$ cat src/rtl/systolic_pkg.sv
// Shared types and cycle-count helpers for the systolic array controller.
// Holds the controller state enum and FEED/DRAIN phase lengths.
package systolic_pkg;

  typedef enum logic [2:0] {
    IDLE,
    CLEAR,
    FEED,
    DRAIN,
    DONE
  } state_t;

  function automatic int feed_cycles(input int n);
    return n;
  endfunction

  // One read-latency cycle plus 2N-2 cycles for the wavefront to
  // reach the far corner PE.
  function automatic int drain_cycles(input int n);
    return 2 * n - 1;
  endfunction

endpackage

$ cat src/rtl/systolic_ctrl_skew.sv
// skew_buffer: triangular delay lines; lane i is delayed i cycles.
// Ports: clk_i, rst_i, vld_i (input qualifier), data_i, data_o (skewed).
module skew_buffer #(
  parameter int DATA_WIDTH = 32,
  parameter int N          = 4
) (
  input  logic                  clk_i,
  input  logic                  rst_i,
  input  logic                  vld_i,
  input  logic [N*DATA_WIDTH-1:0] data_i,
  output logic [N*DATA_WIDTH-1:0] data_o
);

  for (genvar i = 0; i < N; i++) begin : g_lane
    logic [DATA_WIDTH-1:0] in_d;

    // Unqualified cycles inject zeros so idle PEs accumulate nothing.
    assign in_d = vld_i ? data_i[i*DATA_WIDTH +: DATA_WIDTH]
                        : '0;

    if (i == 0) begin : g_pass
      assign data_o[DATA_WIDTH-1:0] = in_d;
    end else begin : g_dly
      logic [DATA_WIDTH-1:0] sr_q [i];

      always_ff @(posedge clk_i or posedge rst_i) begin
        if (rst_i) begin
          for (int s = 0; s < i; s++) sr_q[s] <= '0;
        end else begin
          sr_q[0] <= in_d;
          for (int s = 1; s < i; s++) sr_q[s] <= sr_q[s-1];
        end
      end

      assign data_o[i*DATA_WIDTH +: DATA_WIDTH] = sr_q[i-1];
    end
  end

endmodule

$ cat src/rtl/systolic_ctrl.sv
// Sequencer for an N x N output-stationary systolic array: clears PEs,
// reads N operand columns/rows, skews them into the array, drains, and
// pulses done_o.
// Ports: clk_i, rst_i, start_i, busy_o, done_o, rd_en_o, k_addr_o,
// a_data_i, b_data_i, left_o, up_o, pe_clr_o, and perf_cnt_o when
// SYSTOLIC_PERF_CNT_EN is defined (saturating busy-cycle count).
module systolic_ctrl
  import systolic_pkg::*;
#(
  parameter int DATA_WIDTH = 32,
  parameter int N          = 4
) (
  input  logic                    clk_i,
  input  logic                    rst_i,
  input  logic                    start_i,
  output logic                    busy_o,
  output logic                    done_o,
  output logic                    rd_en_o,
  output logic [$clog2(N)-1:0]    k_addr_o,
  input  logic [N*DATA_WIDTH-1:0] a_data_i,
  input  logic [N*DATA_WIDTH-1:0] b_data_i,
  output logic [N*DATA_WIDTH-1:0] left_o,
  output logic [N*DATA_WIDTH-1:0] up_o,
`ifdef SYSTOLIC_PERF_CNT_EN
  output logic [31:0]             perf_cnt_o,
`endif
  output logic                    pe_clr_o
);

  localparam int KW = $clog2(N);
  localparam int CW = $clog2(2 * N);

  localparam logic [CW-1:0] FEED_LAST  = CW'(feed_cycles(N) - 1);
  localparam logic [CW-1:0] DRAIN_LAST = CW'(drain_cycles(N) - 1);

  state_t          state_q;
  logic [CW-1:0]   cnt_q;
  logic            busy_q;
  logic            done_q;
  logic            rd_q;
  logic            clr_q;
  logic [KW-1:0]   k_q;
  logic            vld_q;

  always_ff @(posedge clk_i or posedge rst_i) begin
    if (rst_i) begin
      state_q <= IDLE;
      cnt_q   <= '0;
      busy_q  <= 1'b0;
      done_q  <= 1'b0;
      rd_q    <= 1'b0;
      clr_q   <= 1'b0;
      k_q     <= '0;
    end else begin
      unique case (state_q)
        IDLE: begin
          if (start_i) begin
            state_q <= CLEAR;
            cnt_q   <= '0;
            busy_q  <= 1'b1;
            clr_q   <= 1'b1;
          end
        end
        CLEAR: begin
          state_q <= FEED;
          cnt_q   <= '0;
          clr_q   <= 1'b0;
          rd_q    <= 1'b1;
          k_q     <= '0;
        end
        FEED: begin
          if (cnt_q == FEED_LAST) begin
            state_q <= DRAIN;
            cnt_q   <= '0;
            rd_q    <= 1'b0;
            k_q     <= '0;
          end else begin
            cnt_q <= cnt_q + 1'b1;
            k_q   <= KW'(cnt_q + 1'b1);
          end
        end
        DRAIN: begin
          if (cnt_q == DRAIN_LAST) begin
            state_q <= DONE;
            cnt_q   <= '0;
            busy_q  <= 1'b0;
            done_q  <= 1'b1;
          end else begin
            cnt_q <= cnt_q + 1'b1;
          end
        end
        DONE: begin
          state_q <= IDLE;
          cnt_q   <= '0;
          done_q  <= 1'b0;
        end
        default: begin
          state_q <= IDLE;
          cnt_q   <= '0;
          busy_q  <= 1'b0;
          done_q  <= 1'b0;
          rd_q    <= 1'b0;
          clr_q   <= 1'b0;
          k_q     <= '0;
        end
      endcase
    end
  end

  // Operand memory returns data one cycle after the read strobe.
  always_ff @(posedge clk_i or posedge rst_i) begin
    if (rst_i) vld_q <= 1'b0;
    else       vld_q <= rd_q;
  end

  assign busy_o   = busy_q;
  assign done_o   = done_q;
  assign rd_en_o  = rd_q;
  assign pe_clr_o = clr_q;
  assign k_addr_o = k_q;

  skew_buffer #(
    .DATA_WIDTH(DATA_WIDTH),
    .N         (N)
  ) u_skew_a (
    .clk_i (clk_i),
    .rst_i (rst_i),
    .vld_i (vld_q),
    .data_i(a_data_i),
    .data_o(left_o)
  );

  skew_buffer #(
    .DATA_WIDTH(DATA_WIDTH),
    .N         (N)
  ) u_skew_b (
    .clk_i (clk_i),
    .rst_i (rst_i),
    .vld_i (vld_q),
    .data_i(b_data_i),
    .data_o(up_o)
  );

`ifdef SYSTOLIC_PERF_CNT_EN
  logic [31:0] perf_q;

  always_ff @(posedge clk_i or posedge rst_i) begin
    if (rst_i)                    perf_q <= '0;
    else if (busy_q && ~&perf_q)  perf_q <= perf_q + 1'b1;
  end

  assign perf_cnt_o = perf_q;
`endif

endmodule

$ cat config.mk
export PLATFORM = sky130hd
export DESIGN_NAME = systolic_ctrl
export DESIGN_NICKNAME = d
export VERILOG_FILES = /design/src/rtl/systolic_pkg.sv /design/src/rtl/systolic_ctrl_skew.sv /design/src/rtl/systolic_ctrl.sv
export SDC_FILE = /design/constraint.sdc
export NUM_CORES = 1
export LEC_CHECK = 0
export CAP_MARGIN = 20
export CORE_AREA = 2 2 204 206
export DETAILED_ROUTE_END_ITERATION = 8
export DIE_AREA = 0 0 206 208
export PLACE_DENSITY = 0.66
export SYNTH_ARGS = -nofsm -noshare
export SYNTH_HDL_FRONTEND = slang
export SYNTH_HIERARCHICAL = 1
export SYNTH_SLANG_ARGS = --single-unit
export TNS_END_PERCENT = 20
$ cat constraint.sdc
create_clock -name clk_i -period 22 [get_ports clk_i]
set_input_delay 5.5 -clock clk_i [delete_from_list [all_inputs] [get_ports clk_i]]
set_output_delay 5.5 -clock clk_i [all_outputs]
set_load 0.02 [all_outputs]
==> reports/qor.yml, run 1 <==
avgSynthCellArea_um2: 15.3
async_flop_share_pct: 100
yosysWarnings: 6
hold_depth: 0
detail_route.iter0.violations: 321
grtUsageTotal_pct: 14.9
hold_viol: 0
clockBufferDepth: 3
ctsResizeCount: 0
htree_levels: 2
drt_wl_total_mm: 31.6
pwr-share-seq_pct: 40.1
fin_crit_sh_pct: 55.8
tightest_slew_ns: 0.929
core_area_um2: 40600
synth-seq-cells: 397
hp-class: "register to register"
synthCells: 871
holdCritStartpoint: "u_skew_b/g_lane[3].g_dly.sr_q[63]"
cts_made_buffers: 42
synth-main-ff-cell: "dfrtp_1"
critPathLaunchType: "input pin"
fin_setup_tns_ns: 0
drv_cap: 0
area_growth_pct: 46.7
fin_crit_ns: 12.28
rsz0062_at_grt: "false"
nets: 1543
combPwrFrac_pct: 28.9
grt_max_degree: 160
initial_core_util_pct: 32.8
viasPerCell: 3.97
dr.pass1.iters: 4
route.antenna.remaining_nets: 0
die_w_um: 206
skew_ns: 0.00841
seq_area_frac_synth_pct: 74.8
cts_tree: "yes"
p_leak_nw: 8.70
p_clk_share_pct: 31.0
setup_viol: 0
grt_pass1_vias: 7992
p_int_mw: 1.80
grt_pass1_wl_mm: 47.8
clk_latency_ns: 0.54
outcome: "finished, final reports clean"
fp-row-count: 74
slew_headroom_pct: 38.1
final_cell_mix: "clkdlybuf4s50_1 (520), dfrtp_1 (396), and2_1 (202)"
gp_congestion: 0.825
ff2ff_setup_slack_ns: 19.89
critical_path_class: "input pin to primary output"
swShare_pct: 29.0
fmax_ghz: 0.0814
min_to: "u_skew_b/data_o[127]"
synth_cell_types: 31
port_buffers: 520
endpoint_kind: "primary output"
cts_hold_buf: 0
clk_pin_slew_ns: 0.06
cts_setup_buffers: 0
routedWlPerCell_um: 17.1
synth_edf_count: 0
p_switching_mw: 0.733
clock_sinks: 397
die_area_um2: 42800
r2r_end: "u_skew_b/g_lane[2].g_dly.sr_q[56]"
dp_hpwl_mm: 22.8
drv_slew: 0
syn_nets: 1135
worst_ir_drop_vdd_uv: 96.1
r2r_start: "vld_q"
post-route-util_pct: 48.1
netlist_area_um2: 13300
worst_ep_arrival_time_ns: 6.78
antenna_found_initial: 3
p_total_mw: 2.53
vias: 7320
reg2regPathDepth: 3
die_y_um: 208
power_density_nw_per_um2: 130
cp.required_ns: 16.50
drc_errors: 0
grt.overflow.total: 0
ios: 521
layout_commonest_cell: "clkdlybuf4s50_1"
crit_path_max_fanout: 1
cts-root-buf: "clkbuf_16"
drive_gt1_share_pct: 10.7
startpoint: "a_data_i[12]"
[how the worst max path moves through the flow]
stage | to | slack, ns | depth (start not counted)
finish | left_o[12] | 9.72 | 3
global route | left_o[12] | 9.68 | 3
CTS | left_o[12] | 9.69 | 3
detailed placement | left_o[12] | 9.70 | 3
global placement | left_o[12] | 9.69 | 3
floorplan | left_o[0] | 10.78 | 1
[synthesized netlist by cell type, drive strengths merged, types with 2 or more instances]
master,number,area [µm²]
and2,256,1670
o21ai,6,30.0
inv,12,45.0
nor2,3,11.3
ha,5,62.6
nor3,2,10.0
a21oi,6,30.0
nand2,7,28.8
dfrtp,397,9930
nor3b,2,15.0
buf,158,1300
nand4,2,18.8
nand3,3,15.0
clkbuf,2,15.0
[cell type report]
class,count,area [µm²]
well taps,532,666
inverters,12,60.1
repair buffers,524,5260
multi-input cells,302,1990
clock inverters,21,348
fillers,3542,21100
diodes,2,5.00
clock buffers,55,1230
flip-flops and latches,397,9940
[registers in the layout (all words and copies together) (netlist names)]
| name | flops |
|---|---|
| u_skew_b/data_o | 64 |
| done_o | 1 |
| u_skew_b/g_lane.g_dly.sr_q | 128 |
| u_skew_a/g_lane.g_dly.sr_q | 128 |
| rd_en_o | 1 |
| u_skew_a/data_o | 64 |
| k_addr_o | 2 |
| cnt_q | 3 |
| pe_clr_o | 1 |
| state_q | 3 |
| vld_q | 1 |
| busy_o | 1 |
[per-stage QoR]
step	instances	hold WS (ns)	area, µm²	worst slack (ns)
3_5_place_dp	1766	0.335	17900	9.70
5_1_grt	1843	0.345	19500	9.68
6_report	1845	0.342	19500	9.72
3_3_place_gp	1766	0.331	17900	9.69
4_1_cts	1842	0.345	19500	9.69
2_1_floorplan	871	0.331	13300	10.78
[power by group through the flow]
stage / Sequential (mW) / Clock [mW] / Combinational (mW)
floorplan: 1.04 / 0 / 0.460
global placement: 1.04 / 0 / 0.711
detailed placement: 1.05 / 0 / 0.717
CTS: 1.04 / 0.810 / 0.721
global route: 1.04 / 0.842 / 0.778
finish: 1.01 / 0.783 / 0.732
[per-layer routing]
layer / global-route usage (%) / vias up / routed length (µm)
met2: 25.8 / 285 / 16500
met4: 5.39 / 2 / 943
met5: 0 / - / 13
li1: - / 3359 / -
met1: 17.2 / 3617 / 11800
met3: 4.62 / 57 / 2280
[critical path, cell delays in order]
cell             delay [ns]
clkdlybuf4s50_1        0.46
and2_1                 0.18
clkdlybuf4s50_1        0.65
[cell families after synthesis]
kind of cell	count (synthesis)	synth area share, %
fa+ha+maj	5	0.471
mux	1	0.0753
compound gates	18	0.951
buf+inv	172	10.2
flops	397	74.8
xor+xnor	1	0.0659
simple gates	277	13.4
(Power assumes the default switching activity.)
==> run 2: changes to the inputs <==
Settings changed: CORE_AREA 2 2 204 206 to 2 2 205 207, DIE_AREA 0 0 206 208 to 0 0 207 209, PLACE_DENSITY 0.66 to 0.68.
Clock period 22 ns to 10.3 ns, I/O delays scaled along.
==> run 2 against run 1 <==
Effect of this change:
- combinational power grew 110%
- flip-flop and latch count is the same
- via count grew 0.44%
- cell count grew 0.27%
- register-to-register slack lost 11 ns
- first-iteration DRC count shrank 24%
- critical path depth is the same
- largest power group unchanged
==> reports/qor.yml, run 2 (synthesis gave the netlist of run 1 again) <==
slowest_delay_ns: 0.61  # -0.04 ns
rsz0062_at_grt: "false"
cts_made_buffers: 41  # -2.4%
initial_core_util_pct: 32.2  # -0.58 points
hold_viol: 0  # unchanged
p_leak_nw: 8.67  # -0.35%
area_growth_pct: 46.1
r2r_start: "vld_q"
htree_levels: 2  # unchanged
worst_ir_drop_vdd_uv: 179  # +86%
routedWlPerCell_um: 16.7  # -2.6%
fin_crit_ns: 6.44
drv_cap: 0  # unchanged
grtUsageTotal_pct: 14.1  # -0.74 points
final_cell_area_um2: 19400  # -0.44%
crit_path_max_fanout: 1  # unchanged
tightest_slew_ns: 0.785  # -0.143 ns
nFillCells: 3610  # +1.9%
drv_slew: 0  # unchanged
ff2ff_setup_slack_ns: 8.42  # -11.47 ns
cts_setup_buffers: 0  # unchanged
ios: 521  # unchanged
worst_ep_arrival_time_ns: 3.87  # -2.91 ns
dp_hpwl_mm: 22.5  # -1.3%
post_dp_cell_area_um2: 17900  # about the same
dr.pass1.iters: 4  # unchanged
cp.required_ns: 7.73  # -8.77 ns
slew_headroom_pct: 47.6  # +9.6 points
min_to: "u_skew_b/data_o[84]"
vias: 7352  # +0.44%
final_cell_mix: "clkdlybuf4s50_1 (520), dfrtp_1 (396), and2_1 (202)"
die_area_um2: 43300  # +0.97%
clock_sinks: 397  # unchanged
drt_wl_total_mm: 30.8  # -2.3%
critical_path_class: "input pin to primary output"
fin_setup_tns_ns: 0  # unchanged
cp.buffers_inverters: 2  # unchanged
path_delay_family: "buffers and inverters"
cts_tree: "yes"
clk_pin_slew_ns: 0.06  # about the same
clk_latency_ns: 0.55  # about the same
power_density_nw_per_um2: 271  # +110%
ctsResizeCount: 0  # unchanged
fin_crit_sh_pct: 62.6
antenna_found_initial: 8  # +5
cts-root-buf: "clkbuf_16"
grt.overflow.total: 0  # unchanged
clockBufferDepth: 3  # unchanged
drc_errors: 0  # unchanged
holdCritStartpoint: "u_skew_b/g_lane[2].g_dly.sr_q[52]"
outcome: "finished, final reports clean"
grt_pass1_wl_mm: 46.9  # -1.9%
detail_route.iter0.violations: 243  # -24%
slowest_stage: "clkdlybuf4s50_1"
route.antenna.remaining_nets: 0  # unchanged
cts_hold_buf: 0  # unchanged
path_cells: "clkdlybuf4s50_1, and2_1, clkdlybuf4s50_1"
grt_pass1_vias: 8055  # +0.79%
skew_ns: 0.0193  # +0.0109 ns
fmax_ghz: 0.155
crit_top_cell: "clkdlybuf4s50_1"
gp_congestion: 0.849  # +2.9%
endpoint_kind: "primary output"
viasPerCell: 3.97  # +0.17%
layout_commonest_cell: "clkdlybuf4s50_1"
top_regs: "u_skew_a/g_lane.g_dly.sr_q: 128 flops, u_skew_b/g_lane.g_dly.sr_q: 128 flops"
critPathLaunchType: "input pin"
setup_viol: 0  # unchanged
fp-row-count: 75  # +1.4%
die_y_um: 209  # +0.48%
die_w_um: 207  # +0.49%
drive_gt1_share_pct: 10.6  # -0.060 points
port_buffers: 520  # unchanged
r2r_end: "u_skew_b/g_lane[2].g_dly.sr_q[54]"
startpoint: "b_data_i[0]"
reg2regPathDepth: 2  # -1
grt_max_degree: 112  # -30%
hold_depth: 0  # unchanged
nets: 1544  # +0.065%
core_area_um2: 41300  # +1.8%
hp-class: "register to register"
run 2: changes by cell type in the layout (fill, tap and decap cells not counted):
cell,before,now
inv_6,1,3
clkinvlp_4,4,1
clkinv_4,1,2
buf_4,3,4
buf_16,1,2
clkbuf_1,3,2
bufinv_16,9,5
clkbuf_16,45,43
clkbuf_8,7,10
run 2: worst max-delay path by stage:
stage	end	slack (ns)	cells past startpoint
finish	up_o[0]	3.86	3
CTS	up_o[23]	3.82	3
detailed placement	up_o[23]	3.82	3
global placement	up_o[23]	3.85	3
global route	up_o[23]	3.81	3
floorplan	u_skew_a/data_o[100]	2.50	1
run 2: cell type report:
type	instances	area (µm²)	area share (%)
clock inverter	17	231	1.19
multi-input combinational	302	1990	10.3
clock buffer	55	1220	6.29
antenna	2	5.00	0.0258
tap	539	674	3.47
inverter	12	60.1	0.309
sequential	397	9940	51.2
timing repair buffer	526	5290	27.3
run 2: where the power goes:
group	leakage (nW)	switching (mW)	internal [mW]
Clock	0.720	0.592	0.959
Combinational	2.91	0.771	0.765
Sequential	5.04	0.184	2.00
Total	8.67	1.55	3.72
run 2: per-layer routing:
layer / track usage (%) / vias to the layer above / part of all wire (%)
li1: - / 3355 / -
met5: 0 / - / 0.22
met2: 24.6 / 253 / 53
met4: 4.83 / 12 / 2.6
met3: 4.61 / 60 / 6.5
met1: 16.4 / 3672 / 38
run 2: through the flow:
stage / cells / setup WS (ns) / hold slack [ns] / power, mW / utilization, %
global route: 1849 / 3.81 / 0.336 / 5.53 / 47.0
finish: 1850 / 3.86 / 0.336 / 5.27 / 47.0
global placement: 1774 / 3.85 / 0.331 / 3.74 / 43.4
floorplan: 871 / 2.50 / 0.331 / 3.21 / -
CTS: 1846 / 3.82 / 0.337 / 5.36 / 46.9
detailed placement: 1774 / 3.82 / 0.335 / 3.78 / 43.4
==> run 3: changes to the inputs <==
Clock period 10.3 ns to 5.63 ns, I/O delays scaled along.
==> run 3 against run 2 <==
Effect of this change:
- total power rose by 83%
- critical endpoint is now left_o[30]
- cell count is 0.27% higher
- register-to-register slack lost 4.7 ns
- sequential share of layout area grew 0.063 points
- sequential power up 82%
- global-route usage is essentially flat
- hold slack better by 0.0044 ns
- die area stayed put
- critical path type unchanged
- via count is 0.71% lower
- first-iteration DRC count increased by 26%
- critical path depth unchanged
- worst setup slack got worse by 2.4 ns
==> reports/qor.yml, run 3 (synthesis gave the netlist of run 1 again) <==
multi_input_area_um2: 1990  # unchanged
min_to: "u_skew_b/g_lane[3].g_dly.sr_q[45]"
worst_slack_ns: 1.46  # -2.40 ns
setup_viol: 0  # unchanged
cts_tree: "yes"
area_growth_pct: 45.9
drive_gt1_share_pct: 10.6  # -0.040 points
ctsResizeCount: 0  # unchanged
grt_pass1_vias: 7983  # -0.89%
initial_core_util_pct: 32.2  # unchanged
clock_sinks: 397  # unchanged
fin_crit_ns: 4.17
hold_depth: 0  # unchanged
layout_commonest_cell: "clkdlybuf4s50_1"
cts_hold_buf: 0  # unchanged
critPathLaunchType: "input pin"
crit_path_max_fanout: 1  # unchanged
core_area_um2: 41300  # unchanged
worst_ir_drop_vdd_uv: 266  # +49%
die_y_um: 209  # unchanged
p_leak_nw: 8.65  # -0.22%
grtUsageTotal_pct: 14.2  # +0.041 points
drv_cap: 0  # unchanged
grt_pass1_wl_mm: 46.8  # -0.13%
final_cell_area_um2: 19400  # -0.12%
slew_headroom_pct: 42.5  # -5.1 points
power_density_nw_per_um2: 498  # +83%
htree_levels: 2  # unchanged
r2r_end: "u_skew_b/g_lane[2].g_dly.sr_q[51]"
detail_route.iter0.violations: 307  # +26%
ios: 521  # unchanged
cts_made_buffers: 43  # +4.9%
port_buffers: 520  # unchanged
cts_setup_buffers: 0  # unchanged
antenna_found_initial: 2  # -6
fp-row-count: 75  # unchanged
crit_top_cell: "clkdlybuf4s50_1"
drv_slew: 0  # unchanged
rsz0062_at_grt: "false"
regArea_um2: 9940  # unchanged
nets: 1547  # +0.19%
tightest_slew_ns: 0.863  # +0.0771 ns
grt_max_degree: 146  # +30%
path_cells: "clkdlybuf4s50_1, and2_1, clkdlybuf4s50_1"
dr.pass1.iters: 4  # unchanged
holdCritStartpoint: "u_skew_b/g_lane[3].g_dly.sr_q[77]"
dp_hpwl_mm: 22.5  # about the same
slowest_stage: "clkdlybuf4s50_1"
hp-class: "register to register"
outcome: "finished, final reports clean"
top_regs: "u_skew_a/g_lane.g_dly.sr_q: 128 flops, u_skew_b/g_lane.g_dly.sr_q: 128 flops"
die_area_um2: 43300  # unchanged
worst_ep_arrival_time_ns: 2.76  # -1.11 ns
post-route-util_pct: 47.0  # -0.058 points
hold_viol: 0  # unchanged
vias: 7300  # -0.71%
pre_cts_slack_ns: 1.43  # -2.39 ns
routedWlPerCell_um: 16.8  # +0.50%
clk_pin_slew_ns: 0.06  # about the same
whs_ns: 0.340  # +0.00443 ns
cp.required_ns: 4.22  # -3.51 ns
drc_errors: 0  # unchanged
ff2ff_setup_slack_ns: 3.71  # -4.71 ns
skew_ns: 0.0127  # -0.00664 ns
r2r_start: "vld_q"
nFillCells: 3621  # +0.30%
critical_path_class: "input pin to primary output"
fin_crit_sh_pct: 74.1
slowest_delay_ns: 0.64  # +0.03 ns
route.antenna.remaining_nets: 0  # unchanged
endpoint_kind: "primary output"
die_w_um: 207  # unchanged
clk_latency_ns: 0.55  # about the same
grt.overflow.total: 0  # unchanged
post_dp_cell_area_um2: 17900  # +0.13%
drt_wl_total_mm: 31.1  # +0.77%
viasPerCell: 3.94  # -0.97%
final_cell_mix: "clkdlybuf4s50_1 (520), dfrtp_1 (396), and2_1 (202)"
cts-root-buf: "clkbuf_16"
clockBufferDepth: 3  # unchanged
reg2regPathDepth: 3  # +1
fmax_ghz: 0.240
gp_congestion: 0.843  # -0.65%
run 3: cell types whose count changed in the layout (fill, tap and decap cells not counted), sizes merged:
cell      before  now
buf            6    7
clkinv         8    6
clkbuf        55   60
bufinv         5    4
clkinvlp       1    3
run 3: cell type report:
cell class | count | area share (%)
well taps | 539 | 3.48
clock inverters | 16 | 1.03
multi-input cells | 302 | 10.3
flip-flops and latches | 397 | 51.3
diodes | 2 | 0.0258
clock buffers | 60 | 6.40
inverters | 12 | 0.290
repair buffers | 527 | 27.2
run 3: power breakdown:
| group | switching, mW | internal [mW] | total (mW) | leakage (nW) |
|---|---|---|---|---|
| logic | 1.45 | 1.41 | 2.85 | 2.90 |
| registers | 0.310 | 3.66 | 3.97 | 5.04 |
| clock network | 1.11 | 1.72 | 2.83 | 0.708 |
run 3: per-layer routing:
layer | vias to the layer above | GRT usage [%] | routed length [µm]
met1 | 3611 | 16.4 | 12100
met2 | 283 | 24.5 | 16100
met3 | 51 | 4.46 | 2120
met5 | - | 0 | 0
met4 | 0 | 5.57 | 829
li1 | 3355 | - | -
run 3: stage by stage:
stage	cells	setup TNS [ns]	power [mW]
after global routing	1855	0	10.1
after floorplan	871	-192.90	5.88
final	1855	0	9.65
after detailed placement	1776	0	6.91
after CTS	1852	0	9.81
after global placement	1776	0	6.84
run 3: worst max-delay path by stage:
stage	start	slack (ns)	to
3_5_place_dp	a_data_i[30]	1.43	left_o[30]
3_3_place_gp	a_data_i[30]	1.43	left_o[30]
6_report	a_data_i[30]	1.46	left_o[30]
2_1_floorplan	rst_i	-1.00	u_skew_b/data_o[100]
4_1_cts	a_data_i[30]	1.43	left_o[30]
5_1_grt	a_data_i[30]	1.41	left_o[30]
run 3: worst max-delay path, delay by kind of cell:
family | cells | cell delay, ns
buffers and inverters | 2 | 1.14
AND/OR/NAND/NOR | 1 | 0.21
